[src/rtl/noc_output_arbiter.sv]
// Output-port arbiter for one mesh router port: round-robin choice among the
// input ports, gated by a downstream credit counter, with a registered flit output.
module noc_output_arbiter #(
   parameter int NUM_PORTS   = 5,
   parameter int total_width = 16,
   parameter int CREDITS     = 4,
   parameter int CRED_W      = 3,
   parameter int IDX_W       = 3
) (
   input  logic                             clk,
   input  logic                             rst,
   input  logic [NUM_PORTS-1:0]             i_req_valid,
   input  logic [NUM_PORTS*total_width-1:0] i_req_data,
   output logic [NUM_PORTS-1:0]             o_req_ready,
   output logic [total_width-1:0]           o_data,
   output logic                             o_data_valid,
   input  logic                             i_credit_return,
   output logic [CRED_W-1:0]                o_credits,
   output logic [IDX_W-1:0]                 o_grant_idx,
   output logic                             o_credit_err
);

   // Handshake: a flit moves when i_req_valid[k] & o_req_ready[k] are both high
   // in the same cycle. Ready is computed from valid, so requesters must never
   // make valid depend on ready.

   logic [CRED_W-1:0]      cnt;
   logic [CRED_W-1:0]      cnt_next;
   logic [IDX_W-1:0]       ptr;
   logic [NUM_PORTS-1:0]   grant;
   logic [IDX_W-1:0]       grant_idx;
   logic [total_width-1:0] grant_data;
   logic                   transfer;
   logic                   overflow;
   logic                   found;
   int                     idx;

   // Search starts one past the last winner and wraps, ending at the last winner.
   always_comb begin
      grant     = '0;
      grant_idx = ptr;
      found     = 1'b0;
      idx       = 0;
      if (cnt != '0) begin
         for (int off = 1; off <= NUM_PORTS; off++) begin
            idx = (int'(ptr) + off) % NUM_PORTS;
            if (!found && i_req_valid[idx]) begin
               found      = 1'b1;
               grant[idx] = 1'b1;
               grant_idx  = IDX_W'(idx);
            end
         end
      end
   end

   // AND-OR select keeps unknowns on losing ports away from the output flit.
   always_comb begin
      grant_data = '0;
      for (int k = 0; k < NUM_PORTS; k++) begin
         grant_data = grant_data |
                      (i_req_data[k*total_width +: total_width] & {total_width{grant[k]}});
      end
   end

   assign transfer    = |grant;
   assign o_req_ready = grant;

   always_comb begin
      cnt_next = cnt;
      overflow = 1'b0;
      if (transfer && !i_credit_return) begin
         cnt_next = cnt - CRED_W'(1);
      end else if (!transfer && i_credit_return) begin
         if (cnt == CRED_W'(CREDITS)) overflow = 1'b1;
         else                         cnt_next = cnt + CRED_W'(1);
      end
   end

   always_ff @(posedge clk or posedge rst) begin
      if (rst) begin
         cnt          <= CRED_W'(CREDITS);
         ptr          <= IDX_W'(NUM_PORTS - 1);
         o_data       <= '0;
         o_data_valid <= 1'b0;
         o_credit_err <= 1'b0;
      end else begin
         cnt          <= cnt_next;
         o_data_valid <= transfer;
         if (transfer) begin
            o_data <= grant_data;
            ptr    <= grant_idx;
         end
         if (overflow) o_credit_err <= 1'b1;
      end
   end

   assign o_credits   = cnt;
   assign o_grant_idx = ptr;

endmodule

[config.mk]
export PLATFORM = sky130hd
export DESIGN_NAME = noc_output_arbiter
export DESIGN_NICKNAME = d
export VERILOG_FILES = /design/src/rtl/noc_output_arbiter.sv
export SDC_FILE = /design/constraint.sdc
export NUM_CORES = 1
export LEC_CHECK = 0
export BUFFER_PORTS_ARGS = -buffer_cell sky130_fd_sc_hd__buf_2
export CORE_MARGIN = 2
export CORE_UTILIZATION = 40
export DETAILED_ROUTE_END_ITERATION = 6
export HOLD_SLACK_MARGIN = 0.03
export PLACE_DENSITY = 0.66
export SYNTH_ARGS = -nofsm -noshare
export SYNTH_HDL_FRONTEND = slang
export SYNTH_SLANG_ARGS = --single-unit
[constraint.sdc]
create_clock -name clk -period 6.7 [get_ports clk]
set_clock_uncertainty 0.1 [all_clocks]
set_input_delay 0.335 -clock clk [delete_from_list [all_inputs] [get_ports clk]]
set_output_delay 0.335 -clock clk [all_outputs]
set_load 0.1 [all_outputs]
# --- Word level (Yosys, flattened, before mapping) ---
# Index checks and enable logic that the tools add are counted.
# W data, S select, Z words.
totals:
  register_bits: 24
  input_bits: 88
  output_inout_bits: 29
  elab_cells: 119
classes:
  n_addsub: 7
  div: 5
  order_cmp: 10
  eq_ne: 2
  mux: 54
  bitwise_logic: 13
  reduce_logical: 23
op_table:
  columns: ["cell", "n"]
  rows:
  - ["$ge A32 B1 Y1 const B", 5]
  - ["$lt A32 B5 Y1 const B", 5]
  - ["$mod A32 B4 Y32 const B", 5]
  - ["$and A16 B16 Y16", 5]
  - ["$or A16 B16 Y16", 4]
  - ["$mux W5", 10]
  - ["$mux W1", 26]
  - ["$mux W3", 8]
  - ["$or A5 B5 Y5", 4]
  - ["$bmux W1 S3", 5]
  - ["$demux W1 S3", 5]
  - ["$logic_and A1 B1 Y1", 11]
  - ["$add A3 B2 Y4 const B", 2]
  - ["$add A3 B3 Y4 const B", 2]
  - ["$logic_not A1 Y1", 6]
  - ["$reduce_bool A5 Y1", 1]
  - ["$reduce_or A5 Y1", 1]
  - ["$add A3 B1 Y4 const B", 1]
  - ["$add A3 B1 Y3 const B", 1]
  - ["$eq A3 B3 Y1 const B", 1]
  - ["$reduce_and A3 Y1", 1]
  - ["$reduce_bool A3 Y1", 1]
  - ["$sub A3 B1 Y3 const B", 1]
  - ["$ne A2 B2 Y1 const B", 1]
  - ["2 further kinds", 2]

# --- Depth between registers and ports, before layout ---
logic_depth:
  ltp_word: 28
  depth_mapped: 34
  depth_no_buf: 27

# --- Least setup slack after synthesis ---
# OpenSTA, ideal clock, no wires.
synth_path:
  path_kind: "register to register"
  start: "reg ptr[0], in the netlist o_grant_idx[0]"
  end: "reg cnt[2], in the netlist o_credits[2]"
  setup_ps: 101
  arrival_ps: 7868
  t_required_ps: 6499
  path_slack_ps: -1369
  path_stages_with_launch: 33
  path_buffers: 6
  synth_period_minus_slack_ps: 8069
  cell_sequence: "dfrtp_1 -> buf_2 -> buf_2 -> inv_1 -> clkbuf_1 -> buf_1 -> ha_1 -> clkbuf_1 -> clkinv_1 -> ha_1 -> nor2_1 -> a21oi_4 -> xnor2_1 -> inv_1 -> ha_1 -> nor2b_1 -> o21a_1 -> a31oi_2 -> o21ai_0 -> o2111a_1 -> o31a_1 -> nor3_4 -> nand4_1 -> a41oi_2 -> or3_4 -> buf_6 -> ha_1 -> inv_1 -> fa_1 -> nor3_1 -> a21oi_1 -> o21ai_0 -> o31ai_1"
synth_between:
  elab_chain_cells: 28
  word_cells_on_any_way: 88
  cone_classes: "add/sub: 5; div: 5; order compare: 10; eq/ne: 1; mux: 44; bitwise: 4; reduce/logical: 19"
synth_lines:
  columns: ["item", "line_no", "text"]
  rows:
  - ["from (decl)", "29", "logic [IDX_W-1:0] ptr;"]
  - ["from (signal assigned)", "82", "ptr <= IDX_W'(NUM_PORTS - 1);"]
  - ["from (signal assigned)", "91", "ptr <= grant_idx;"]
  - ["branches (longest 21 deep; another with $mod A32 B4 Y32)", null, null]
  - ["$mux W5 *", "47", "if (!found && i_req_valid[idx]) begin"]
  - ["$mux W5 *", "44", "if (cnt != '0) begin"]
  - ["$reduce_or A5 Y1 *", "65", "assign transfer = |grant;"]
  - ["named net transfer", "33", "logic transfer;"]
  - ["$logic_not A1 Y1", "73", "end else if (!transfer && i_credit_return) begin"]
  - ["$logic_and A1 B1 Y1", "73", null]
  - ["$reduce_bool A2 Y1 (no line)", null, null]
  - ["$reduce_and A2 Y1 (no line)", null, null]
  - ["to (signal assigned)", "81", "cnt <= CRED_W'(CREDITS);"]
  - ["to (signal assigned)", "87", "cnt <= cnt_next;"]
  - ["to (decl)", "27", "logic [CRED_W-1:0] cnt;"]
# Mark *: on every way through the listed nets, which the timed path passes. The select of a mux whose other input is x is not followed.
# A chain may end at the register's enable or synchronous reset.

# --- Worst setup path in the final report ---
layout_path:
  start: "reg ptr[0], in the netlist o_grant_idx[0]"
  end: "reg cnt[2], in the netlist o_credits[2]"
layout_between:
  elab_chain_cells: 28
  word_cells_on_any_way: 88
  cone_classes: "add/sub: 5; div: 5; order compare: 10; eq/ne: 1; mux: 44; bitwise: 4; reduce/logical: 19"
layout_lines:
  columns: ["item", "line_no"]
  rows:
  - ["branches (longest 21 deep; another with $mod A32 B4 Y32)", null]
  - ["$mux W5 *", "47"]
  - ["$mux W5 *", "44"]
  - ["$reduce_or A5 Y1 *", "65"]
  - ["$logic_not A1 Y1", "73"]
  - ["$logic_and A1 B1 Y1", "73"]
  - ["$reduce_bool A2 Y1 (no line)", null]
  - ["$reduce_and A2 Y1 (no line)", null]
# Every way passes the cells marked *. The select of a mux whose other input is x is not followed.

==> impl_metrics.ini <==
[run_status]
status = finished, final reports clean

[yosys]
ys_seq_area_share_pct = 13.88
synth_top_area_share_pct = 12.67
synth_cell_types = 89
yosys_warnings = 0
avgSynthCellArea_um2 = 7.886
syn-num-nets = 675
ys_ff_latch = 24
synth_edf_count = 0
synth_cells = 551
synth_area_mm2 = 0.004345
yosys.area.top_type = dfrtp_1
ys.flop_type = dfrtp_1
synth.area.top_cells = dfrtp_1 13%, ha_1 10%, a222oi_1 3.7%, mux2i_1 3.5%, a22oi_1 3.3%
async_reset_ff_share_pct = 100.0

[die]
die_area_mm2 = 0.01171
core_area_mm2 = 0.01070
ios = 117
row_count = 38
dieHeight_um = 108.2
chipWidth_um = 108.2
start_util_pct = 40.62

[placed_design]
place_congestion = 1.001
hpwlAfterDp_mm = 11.22
port_buffers = 116

[global_routing]
antenna_found_initial = 0
grt_pass1_vias = 4854
grt_start_max_net_pins = 34
grt_overflow = 0
grt_use_total_pct = 24.27
grt_pass1_wl_mm = 23.33

[sta]
setup_viol_count_final = 0
relSlewSlack_pct = 39.69
drv_slew = 0
worstMarginPinSlew_ps = 903.6
timing.fmax_mhz = 163.8
period_share_pct = 91.13
hold_viol_final = 0
period_minus_slack_ps = 6106
rsz0062_at_grt = false
fin_tns_setup_ps = 0

[route]
finalWirelength_mm = 14.06
dr.pass1.iters = 7
vias = 4946
drt-initial-drc-count = 423
ant_nets = 0
via_per_inst = 6.175
wl_per_cell_um = 17.56
remaining_drc_errors = 0

[worst_setup_path]
cp-end-kind = register
path_class = reg -> reg
slowest_stage = dfrtp_4
critPathBufInv = 4
crit_path_max_incr_delay_ps = 540
critical_path.startpoint_type = register
required_ps = 6800
crit_family = simple AND/OR/NAND/NOR gates
worstPathMaxFanout = 12
cp.arrival_ps = 6200

[cts]
postCtsSetupBuffers = 0
root_buffer = clkbuf_8
clock_latency_ps = 270
cts_buffer_depth = 2
cts_tree = yes
cts_buffers = 3
clk_pin_slew_ps = 90
clock-sinks = 24
postCtsHoldBufs = 0
cts_max_level = 1

[layout]
final_cell_mix = 111 x buf_2, 38 x nand2_1, 36 x nor2_1, 32 x ha_1, 29 x inv_1
antenna_cells = 0
drive_above_1_share_pct = 29.65
area.sequential_um2 = 611.8
multi_input_comb_area_mm2 = 0.003528
final_common_cell = buf_2
fillCellCount = 1067
nNetsFinal = 786
syn_to_final_growth_pct = 22.55

[worst_hold_path]
hold_path.class = in -> async

[run]
cap_violations = 0
==> cells in the mapped netlist, drive strengths merged, types with 6 or more instances <==
cell type	instances
nand2	38
nor2	37
ha	35
inv	32
o21ai	30
a21oi	27
dfrtp	22
nor3	21
a31oi	20
nor4	20
a22oi	19
buf	19
a222oi	16
mux2i	15
a211oi	13
clkbuf	13
nand2b	11
nand3	11
o211ai	10
nand4	9
xnor2	8
nor2b	6
o21a	6
==> stage by stage <==
stage	instance area [µm²]	instances	hold slack (ps)	util (%)	setup slack [ps]
5_1_grt	5325	801	238.0	49.78	104.3
3_5_place_dp	5249	797	381.9	49.06	488.8
4_1_cts	5304	801	180.8	49.58	458.5
2_1_floorplan	4443	551	248.1	-	16.95
6_report	5325	801	144.8	49.78	594.3
3_3_place_gp	5249	797	375.3	49.06	666.7
==> flip-flops by register name, summed over array words and instances (netlist names) <==
register	cells
o_credits	3
o_data	16
o_data_valid	1
o_credit_err	1
o_grant_idx	3
==> what timing repair did <==
item                                    4_1_cts  5_1_grt
hold endpoints to repair                      0        0
resized for setup                             0        4
endpoints found under the setup margin        0        2
==> layer usage <==
| metal | routed length, µm | global-route usage, % | vias up | share of wire [%] |
|---|---|---|---|---|
| met2 | 6928 | 43.40 | 221 | 49 |
| met1 | 6015 | 31.47 | 2318 | 43 |
| met3 | 892 | 1.085 | 17 | 6.3 |
| li1 | - | - | 2390 | - |
| met5 | 0 | 0 | - | 0 |
| met4 | 226 | 7.601 | 0 | 1.6 |
==> cell type report <==
| class | count | area share [%] |
|---|---|---|
| tap | 140 | 3.289 |
| inverter | 34 | 2.514 |
| clock buffer | 4 | 1.034 |
| timing repair buffer | 138 | 15.41 |
| sequential | 24 | 11.49 |
| multi-input combinational | 461 | 66.26 |
==> path summary, 6_finish.rpt <==
check,startpoint,endpoint,slack [ps],cells after the start
setup / recovery,o_grant_idx[0]$_DFFE_PP0P_,o_credits[2]$_DFFE_PP1P_,590,27
hold / removal,rst,o_data_valid$_DFF_PP0_,140,2
setup reg to reg,o_grant_idx[0]$_DFFE_PP0P_,o_credits[2]$_DFFE_PP1P_,590,27
hold reg to reg,o_credit_err$_DFFE_PP0P_,o_credit_err$_DFFE_PP0P_,400,1
max in group asynchronous,rst,o_grant_idx[0]$_DFFE_PP0P_,5700,2
min in group clk,i_req_data[7],o_data[7]$_DFFE_PP0N_,280,3
==> worst register-to-register path, stage by stage (launching register included) <==
cell      delay [ps]
dfrtp_4          540
inv_1            100
ha_2             310
xnor2_4          200
inv_4            120
ha_2             240
nor2_4           200
a21oi_4           90
xnor2_2          180
inv_2            110
ha_1             330
nor2b_1          220
o21a_1           190
a31oi_4           60
or4_1            430
o2111a_1         170
o31a_1           350
nor3_4           390
nand4_1          270
a31oi_4          200
or3_4            160
ha_4             140
inv_1             80
fa_2             370
nor3_1           180
a21oi_1           50
o21ai_0          150
o31ai_1           90
==> cells by family after synthesis <==
logic type	synth area share [%]
multiplexers	5.096
flip-flops	13.88
adder cells (fa/ha/maj)	10.54
AND/OR/NAND/NOR	24.82
buffers and inverters	6.853
AO/OA/AOI/OAI	36.14
XOR/XNOR	2.678
Power is left out: the tool's default activity adds up to more than one toggle a clock period on the data nets, which glitch-free logic cannot reach.
